File: config.mk
export PLATFORM = sky130hd
export DESIGN_NAME = credit_display_driver
export DESIGN_NICKNAME = d
export VERILOG_FILES = /design/src/rtl/credit_display_driver.sv
export SDC_FILE = /design/constraint.sdc
export NUM_CORES = 1
export LEC_CHECK = 0
export ABC_AREA = 1
export CORE_MARGIN = 1.5
export CORE_UTILIZATION = 40
export DETAILED_ROUTE_END_ITERATION = 6
export HOLD_SLACK_MARGIN = 0.05
export PLACE_DENSITY_LB_ADDON = 0.12
export SLEW_MARGIN = 20
export SYNTH_ARGS = -nofsm -noshare
export SYNTH_HDL_FRONTEND = slang
export SYNTH_SLANG_ARGS = --single-unit
File: constraint.sdc
create_clock -name clk -period 1.8 [get_ports clk]
set_clock_uncertainty 0.05 [all_clocks]
set_input_delay 0.18 -clock clk [delete_from_list [all_inputs] [get_ports clk]]
set_output_delay 0.18 -clock clk [all_outputs]
set_load 0.03 [all_outputs]
File: src/rtl/credit_display_driver.sv
// Seven-segment driver for the slot machine board: reel glyphs, bet digit and a
// credit balance that counts up one per tick and is converted to BCD serially.
module credit_display_driver #(
  parameter int TICK_CYCLES = 2_500_000
) (
  input  logic       clk,
  input  logic       rst_n,
  input  logic [9:0] credits,
  input  logic [3:0] bet,
  input  logic [2:0] symbol_left,
  input  logic [2:0] symbol_right,
  output logic [6:0] hex5,
  output logic [6:0] hex4,
  output logic [6:0] hex3,
  output logic [6:0] hex2,
  output logic [6:0] hex1,
  output logic [6:0] hex0,
  output logic       counting
);

  localparam int TW = (TICK_CYCLES > 1) ? $clog2(TICK_CYCLES) : 1;
  localparam logic [TW-1:0] TICK_LAST = TW'(TICK_CYCLES - 1);
  localparam logic [6:0] BLANK = 7'h7F;

  function automatic logic [6:0] digit_seg(input logic [3:0] d);
    case (d)
      4'd0:    digit_seg = 7'h40;
      4'd1:    digit_seg = 7'h79;
      4'd2:    digit_seg = 7'h24;
      4'd3:    digit_seg = 7'h30;
      4'd4:    digit_seg = 7'h19;
      4'd5:    digit_seg = 7'h12;
      4'd6:    digit_seg = 7'h02;
      4'd7:    digit_seg = 7'h78;
      4'd8:    digit_seg = 7'h00;
      4'd9:    digit_seg = 7'h10;
      default: digit_seg = BLANK;
    endcase
  endfunction

  function automatic logic [6:0] glyph(input logic [2:0] s);
    case (s)
      3'd0:    glyph = 7'h78;
      3'd1:    glyph = 7'h46;
      3'd2:    glyph = 7'h36;
      3'd3:    glyph = 7'h2C;
      default: glyph = BLANK;
    endcase
  endfunction

  logic [9:0]    tgt;
  logic [9:0]    disp_val;
  logic [TW-1:0] tick;
  logic          first_load;

  assign tgt = (credits > 10'd999) ? 10'd999 : credits;

  // Decreases snap, increases creep up one step per tick wrap.
  always_ff @(posedge clk or negedge rst_n) begin
    if (!rst_n) begin
      disp_val   <= '0;
      tick       <= '0;
      counting   <= 1'b0;
      first_load <= 1'b1;
    end else if (first_load) begin
      disp_val   <= tgt;
      tick       <= '0;
      counting   <= 1'b0;
      first_load <= 1'b0;
    end else begin
      counting <= (disp_val < tgt);
      if (tgt < disp_val) begin
        disp_val <= tgt;
        tick     <= '0;
      end else if (tgt > disp_val) begin
        if (tick == TICK_LAST) begin
          tick     <= '0;
          disp_val <= disp_val + 10'd1;
        end else begin
          tick <= tick + TW'(1);
        end
      end else begin
        tick <= '0;
      end
    end
  end

  typedef enum logic [1:0] {IDLE, SHIFT, LOAD} state_t;

  state_t      state;
  logic [9:0]  conv_src;
  logic [9:0]  conv_sh;
  logic [11:0] bcd;
  logic [11:0] bcd_adj;
  logic [3:0]  iter;

  for (genvar gi = 0; gi < 3; gi++) begin : g_dabble
    assign bcd_adj[gi*4 +: 4] = (bcd[gi*4 +: 4] >= 4'd5) ? bcd[gi*4 +: 4] + 4'd3
                                                          : bcd[gi*4 +: 4];
  end

  always_ff @(posedge clk or negedge rst_n) begin
    if (!rst_n) begin
      state    <= IDLE;
      conv_src <= '0;
      conv_sh  <= '0;
      bcd      <= '0;
      iter     <= '0;
      hex2     <= BLANK;
      hex1     <= BLANK;
      hex0     <= 7'h40;
    end else begin
      case (state)
        IDLE: begin
          if (disp_val != conv_src) begin
            conv_src <= disp_val;
            conv_sh  <= disp_val;
            bcd      <= '0;
            iter     <= 4'd9;
            state    <= SHIFT;
          end
        end
        SHIFT: begin
          bcd     <= {bcd_adj[10:0], conv_sh[9]};
          conv_sh <= {conv_sh[8:0], 1'b0};
          if (iter == 4'd0) state <= LOAD;
          else              iter  <= iter - 4'd1;
        end
        LOAD: begin
          hex2  <= (bcd[11:8] == 4'd0) ? BLANK : digit_seg(bcd[11:8]);
          hex1  <= (bcd[11:4] == 8'd0) ? BLANK : digit_seg(bcd[7:4]);
          hex0  <= digit_seg(bcd[3:0]);
          state <= IDLE;
        end
        default: state <= IDLE;
      endcase
    end
  end

  always_ff @(posedge clk or negedge rst_n) begin
    if (!rst_n) begin
      hex5 <= BLANK;
      hex4 <= BLANK;
      hex3 <= BLANK;
    end else begin
      hex5 <= glyph(symbol_left);
      hex4 <= glyph(symbol_right);
      hex3 <= (bet >= 4'd1 && bet <= 4'd9) ? digit_seg(bet) : BLANK;
    end
  end

endmodule

### After elaboration in Yosys (flattened, before gate mapping)

Memory sizes are Yosys's and may differ from the RTL's. A register that Yosys moved wholly into a read port is not among the register bits.
Cells that the tools add are included.

* input bits: 22
* output and inout port bits: 43
* word-level logic and storage cells: 90
* latch bits: 0
* bits in read-only memories: 448
* bits in writable memories: 0
* flip-flop bits (word level): 107
* memories kept: 4

Memories
* (no name shown): depth 16, bits a word 7, rd ports 1, clocked after memory_dff 0, wr ports 0, RTL line 26 `case (d)`
* (no name shown): depth 16, bits a word 7, rd ports 1, clocked after memory_dff 0, wr ports 0, RTL line 26
* (no name shown): depth 16, bits a word 7, rd ports 1, clocked after memory_dff 0, wr ports 0, RTL line 26
* (no name shown): depth 16, bits a word 7, rd ports 1, clocked after memory_dff 1, wr ports 0, RTL line 26

* equal/unequal tests: 13
* shift operators: 0
* bitwise operators: 0
* $add $sub $neg: 6
* reductions and logical operators: 16
* div/mod/pow operators: 0
* $mul: 0
* $lt $le $gt $ge: 9
* muxes and demuxes: 28

Operators with widths (count)
* 2-to-1 mux 22 bit: 4
* 2-to-1 mux 10 bit: 6
* one-hot mux 7 bit (4 select lines): 2
* one-hot mux 12 bit (2 select lines): 1
* adder 22 x 1 -> 22 bit, second input constant: 1
* equality test 22 bit, second input constant: 1
* 2-to-1 mux 7 bit: 3
* < comparator 10 bit: 2
* one-hot mux 10 bit (2 select lines): 1
* 2-to-1 mux 4 bit: 4
* equality test 3 x 2 -> 1 bit, second input constant: 4
* greater-or-equal comparator 4 x 3 -> 1 bit, second input constant: 3
* 2-to-1 mux 12 bit: 1
* adder 10 x 1 -> 10 bit, second input constant: 1
* > comparator 10 bit: 1
* > comparator 10 bit, second input constant: 1
* != test 10 bit: 1
* adder 4 x 2 -> 4 bit, second input constant: 2
* zero test 4 bit: 2
* zero test 8 bit: 1
* one-hot mux 4 bit (2 select lines): 1
* AND reduction 2 bit: 4
* equality test 3 x 1 -> 1 bit, second input constant: 2
* zero test 3 bit: 2
* other kinds (17): 21

### Logic depth before layout (Yosys ltp)

* depth after elaboration: 6
* gate-level depth with buffers: 19
* depth with buffers taken out: 18

### Worst setup path before layout

No wires, ideal clock.

* path kind: register -> register
* start point: register disp_val[5]
* end point: register disp_val[3]
* clock period less this slack: 1.861 ns
* data arrival time: 1.694 ns
* setup time: 0.117 ns
* data required time: 1.633 ns
* slack: -0.061 ns
* cell stages (with the launch flop): 14
* buffers on the path: 2
* cell sequence: dfrtp_1 -> buf_2 -> inv_1 -> ha_1 -> nand2_1 -> nor2_1 -> nand3_1 -> nand3_2 -> nand2_1 -> buf_2 -> nand2_1 -> nand2_1 -> nand2_1 -> nand2_1

* longest elaborated chain between the ends: 3
* elaborated cells on any way between the ends: 7
* those cells by class: 2 x order compare; 2 x mux; 3 x reduce/logical

RTL lines
* start, declared: RTL line 52 `logic [9:0] disp_val;`
* start signal, assigned: RTL line 66 `disp_val <= tgt;`
* start signal, assigned: RTL line 73 `disp_val <= tgt;`
* start signal, assigned: RTL line 78 `disp_val <= disp_val + 10'd1;`
* < comparator 10 bit / > comparator 10 bit (equally long branches): RTL line 72, 75
* nonzero test 3 bit (no source line) / 2-to-1 mux 10 bit (equally long branches)
* AND reduction 2 bit (no source line) / 2-to-1 mux 10 bit (equally long branches)

Parallel ways exist; a longest one is shown, timed or not.
A chain may end at the register's enable or synchronous reset.

### Final worst setup path

* start point: register disp_val[7]
* end point: register disp_val[9]

* longest elaborated chain between the ends: 5
* elaborated cells on any way between the ends: 10
* those cells by class: 1 x add/sub; 2 x order compare; 4 x mux; 3 x reduce/logical

RTL lines
* adder 10 x 1 -> 10 bit: RTL line 78
* 2-to-1 mux 10 bit: RTL line 76 `if (tick == TICK_LAST) begin`
* 2-to-1 mux 10 bit: RTL line 75 `end else if (tgt > disp_val) begin`
* 2-to-1 mux 10 bit: RTL line 72 `if (tgt < disp_val) begin`
* 2-to-1 mux 10 bit: RTL line 65 `end else if (first_load) begin`

Parallel ways exist; a longest one is shown, timed or not. The select of a mux whose other input is x is not followed.

==> summary.txt <==
Floorplan
  • DIE WIDTH: approximately 130 um
  • Rows: 46
  • Die area: 17400 um2
  • Die height: 132 um
  • Initial Util: about two fifths
  • Core ar.: between 15000 and 20000 um2
  • Ports: 65

Timing
  • Setup tns final: 0 ps
  • Maximum clock rate: about 0.58 GHz
  • Final period utilization: between 90% and 100%
  • RSZ-0062 raised after global routing: true
  • Final number of setup-violating endpoints: 0
  • Final hold vios: 0
  • Minimum clock period: ~1700 ps
  • Hold_ws: 156 ps
  • Slew Viols, Final: 0

Layout
  • FILL cells: 1469
  • Ant diodes: 0
  • # nets final: 1060
  • Ratio of cells with drive above 1 in the final layout: about 25%
  • Final instance area: 8980 um2
  • Finished Core Util: 56.0%
  • Area Overhead vs Synth: 35.1%

Placement
  • Port Buffers: 64
  • Cell area after placement: 8080 um2
  • Post-DP HPWL: around 11000 um
  • Global placement routability congestion: 0.852

GRT
  • First-pass GRT wire length: 25600 um
  • Total grt overflow: 0
  • Largest net degree at the start of global routing: 37
  • GRT Overall Usage: 17.9%
  • Initial antenna violation count: 0
  • Vias in the first global route: 5547

Clocking
  • Worst-Skew Late Latency: 420 ps
  • Max clock buf depth: 2
  • CTS Root Cell: clkbuf_16
  • CTS Sinks: 114
  • Reg clk slew, reported paths: 60 ps
  • CTS tree: built
  • H-tree levels: 4
  • Num CTS Buffers: 17

Routing
  • Wire length per cell: ~12 um
  • Via-per-instance ratio: between 4 and 5
  • ANT nets after route: 0
  • Final wirelength: 14600 um
  • DRC: 0
  • Initial drt markers: about 340
  • Via count: 5719
  • TritonRoute pass-1 iters: 4

Hold path
  • Min-Delay Path Class: in -> reg

Synthesis
  • Register area share after synthesis: 43.6%
  • Post-synth ARST share: 100%
  • Mean Syn Cell Area: 7.76 um2
  • Post-Syn Nets: 912
  • Count leader, synth: nand2_1
  • Number of flops mapped to enable cells by yosys: 0
  • Yosys top cell area share: 29.0%
  • Synth Register Bits: 114
  • Main flop type after synthesis: dfrtp_1
  • Post-Synthesis Cells: around 860
  • Yosys warnings: 0
  • Mapped Area: about 6700 um2
  • Synth cell count leaders: nand2_1, nor2_1, inv_1
  • Synth cell types: between 40 and 50
  • Biggest area consumer among synthesized cells: dfrtp_1
  • Synth area leaders: dfrtp_1, dfstp_2, nand2_1

Power
  • Lkg Pwr: around 4.4 nW
  • Power density over cell area: between 1500 and 2000 nW/um2
  • Maximum VDD drop: 0.000846 V
  • Power, Total: approximately 15 mW

Setup path
  • Kind of critical path: reg -> reg
  • Crit path DAT: 1990 ps
  • CP max FO: 6
  • Crit-path max cell delay: 390 ps
  • Slowest CP cell: dfrtp_1
  • Most frequent CP cell: nand2_1
  • Endpoint class of the critical path: flop
  • Critical Path Start Type: flop
  • Worst Path Required: 2060 ps
  • Cell chain of the critical path: inv_2 > ha_4 > nand2_1 > nand2_1 > a21oi_2 > nand3_4 > nand2_4 > buf_6 > nand2_1 > nand3_1 > nand2_1

Flow run
  • Max-Cap Viols: 0

Outcome
  • Status: finished, final reports clean
[state kept, by name (all words and copies together), names as in the netlist]
register	cells
tick	22
bcd	12
conv_sh	10
conv_src	10
disp_val	10
hex0	7
hex1	7
hex2	7
hex3	7
hex4	7
hex5	7
iter	4
state	2
counting	1
first_load	1
[stage by stage]
stage | worst slack [ps] | std cells
2_1_floorplan | -22.6 | 857
3_3_place_gp | -592 | 1194
3_5_place_dp | -647 | 1194
4_1_cts | 1.65 | 1229
5_1_grt | -55.8 | 1234
6_report | 71.7 | 1234
[layer usage]
metal / wire, um / vias up / share of wire [%] / GRT usage, %
met1: 7070 / 2609 / 48 / 24.2
met5: 0 / - / 0 / 0
li1: - / 3014 / - / -
met3: 460 / 11 / 3.1 / 3.96
met4: 155 / 0 / 1.1 / 5.62
met2: 6930 / 85 / 47 / 28.6
[repair_timing]
item	in CTS	in global routing
gates resized for setup	53	57
setup endpoints to repair	69	51
hold endpoints to repair	33	0
pin swaps	10	22
setup buffers	2	5
hold buffers	1	0
[cell type report]
cell class                      count  area (um2)  share of cell area (%)
Inverter                          110         423                    4.71
Clock buffer                       26         563                    6.27
Tap cell                          216         270                    3.01
Clock inverter                      6        85.1                   0.947
Sequential cell                   114        2900                    32.3
Timing Repair Buffer              152        1330                    14.8
Multi-Input combinational cell    610        3410                    38.0
[final timing paths]
| kind | cells past startpoint | endpoint | start | slack, ps |
|---|---|---|---|---|
| setup / recovery | 11 | disp_val[9] | disp_val[7] | 70 |
| hold / removal | 6 | disp_val[4] | credits[4] | 160 |
| setup reg to reg | 11 | disp_val[9] | disp_val[7] | 70 |
| hold reg to reg | 1 | state[1] | state[1] | 420 |
| max in group asynchronous | 3 | hex5[6] | rst_n | 810 |
| min in group asynchronous | 2 | tick[10] | rst_n | 230 |
[worst max-delay path, delay by kind of cell, from the launching register on]
| kind | cells | cell delay, ps |
|---|---|---|
| simple gates | 7 | 550 |
| flops | 1 | 390 |
| compound gates | 1 | 220 |
| buf+inv | 2 | 210 |
| fa+ha+maj | 1 | 200 |
[logic make-up (layout without fill, tap and decap cells)]
family | Yosys count | count (layout) | synth area share, %
buf+inv | 133 | 294 | 8.71
compound gates | 94 | 94 | 8.41
fa+ha+maj | 33 | 33 | 6.21
xor+xnor | 18 | 18 | 2.37
flops | 114 | 114 | 43.6
simple gates | 464 | 464 | 30.7
other cells | 1 | 1 | 0.0564
[where the power goes]
part	switching [mW]	total (mW)	internal, mW	leakage (nW)
clock network	1.16	3.59	2.43	0.314
registers	0.538	4.06	3.52	1.37
logic	4.19	7.11	2.93	2.69
[cells in the final DEF, fill, tap and decap left out, types with 4 or more instances in the layout]
cell type	count
o21ai_2	9
xor2_1	14
buf_4	79
clkbuf_16	20
dfstp_2	37
dfrtp_1	76
nor2_2	15
nand3_2	20
clkdlybuf4s50_1	20
nand2_2	15
o21ai_0	31
nor2_1	90
nand2_1	226
a31oi_1	4
nand4_1	6
o211ai_1	5
nand3_1	57
dlygate4sd2_1	39
inv_1	97
nor3_1	11
xnor2_1	4
ha_1	26
clkbuf_8	4
a21oi_1	33
or2_2	6
ha_4	6
buf_12	6
nor2_4	6
nand2_4	5
inv_2	10
(Power assumes the default switching activity.)
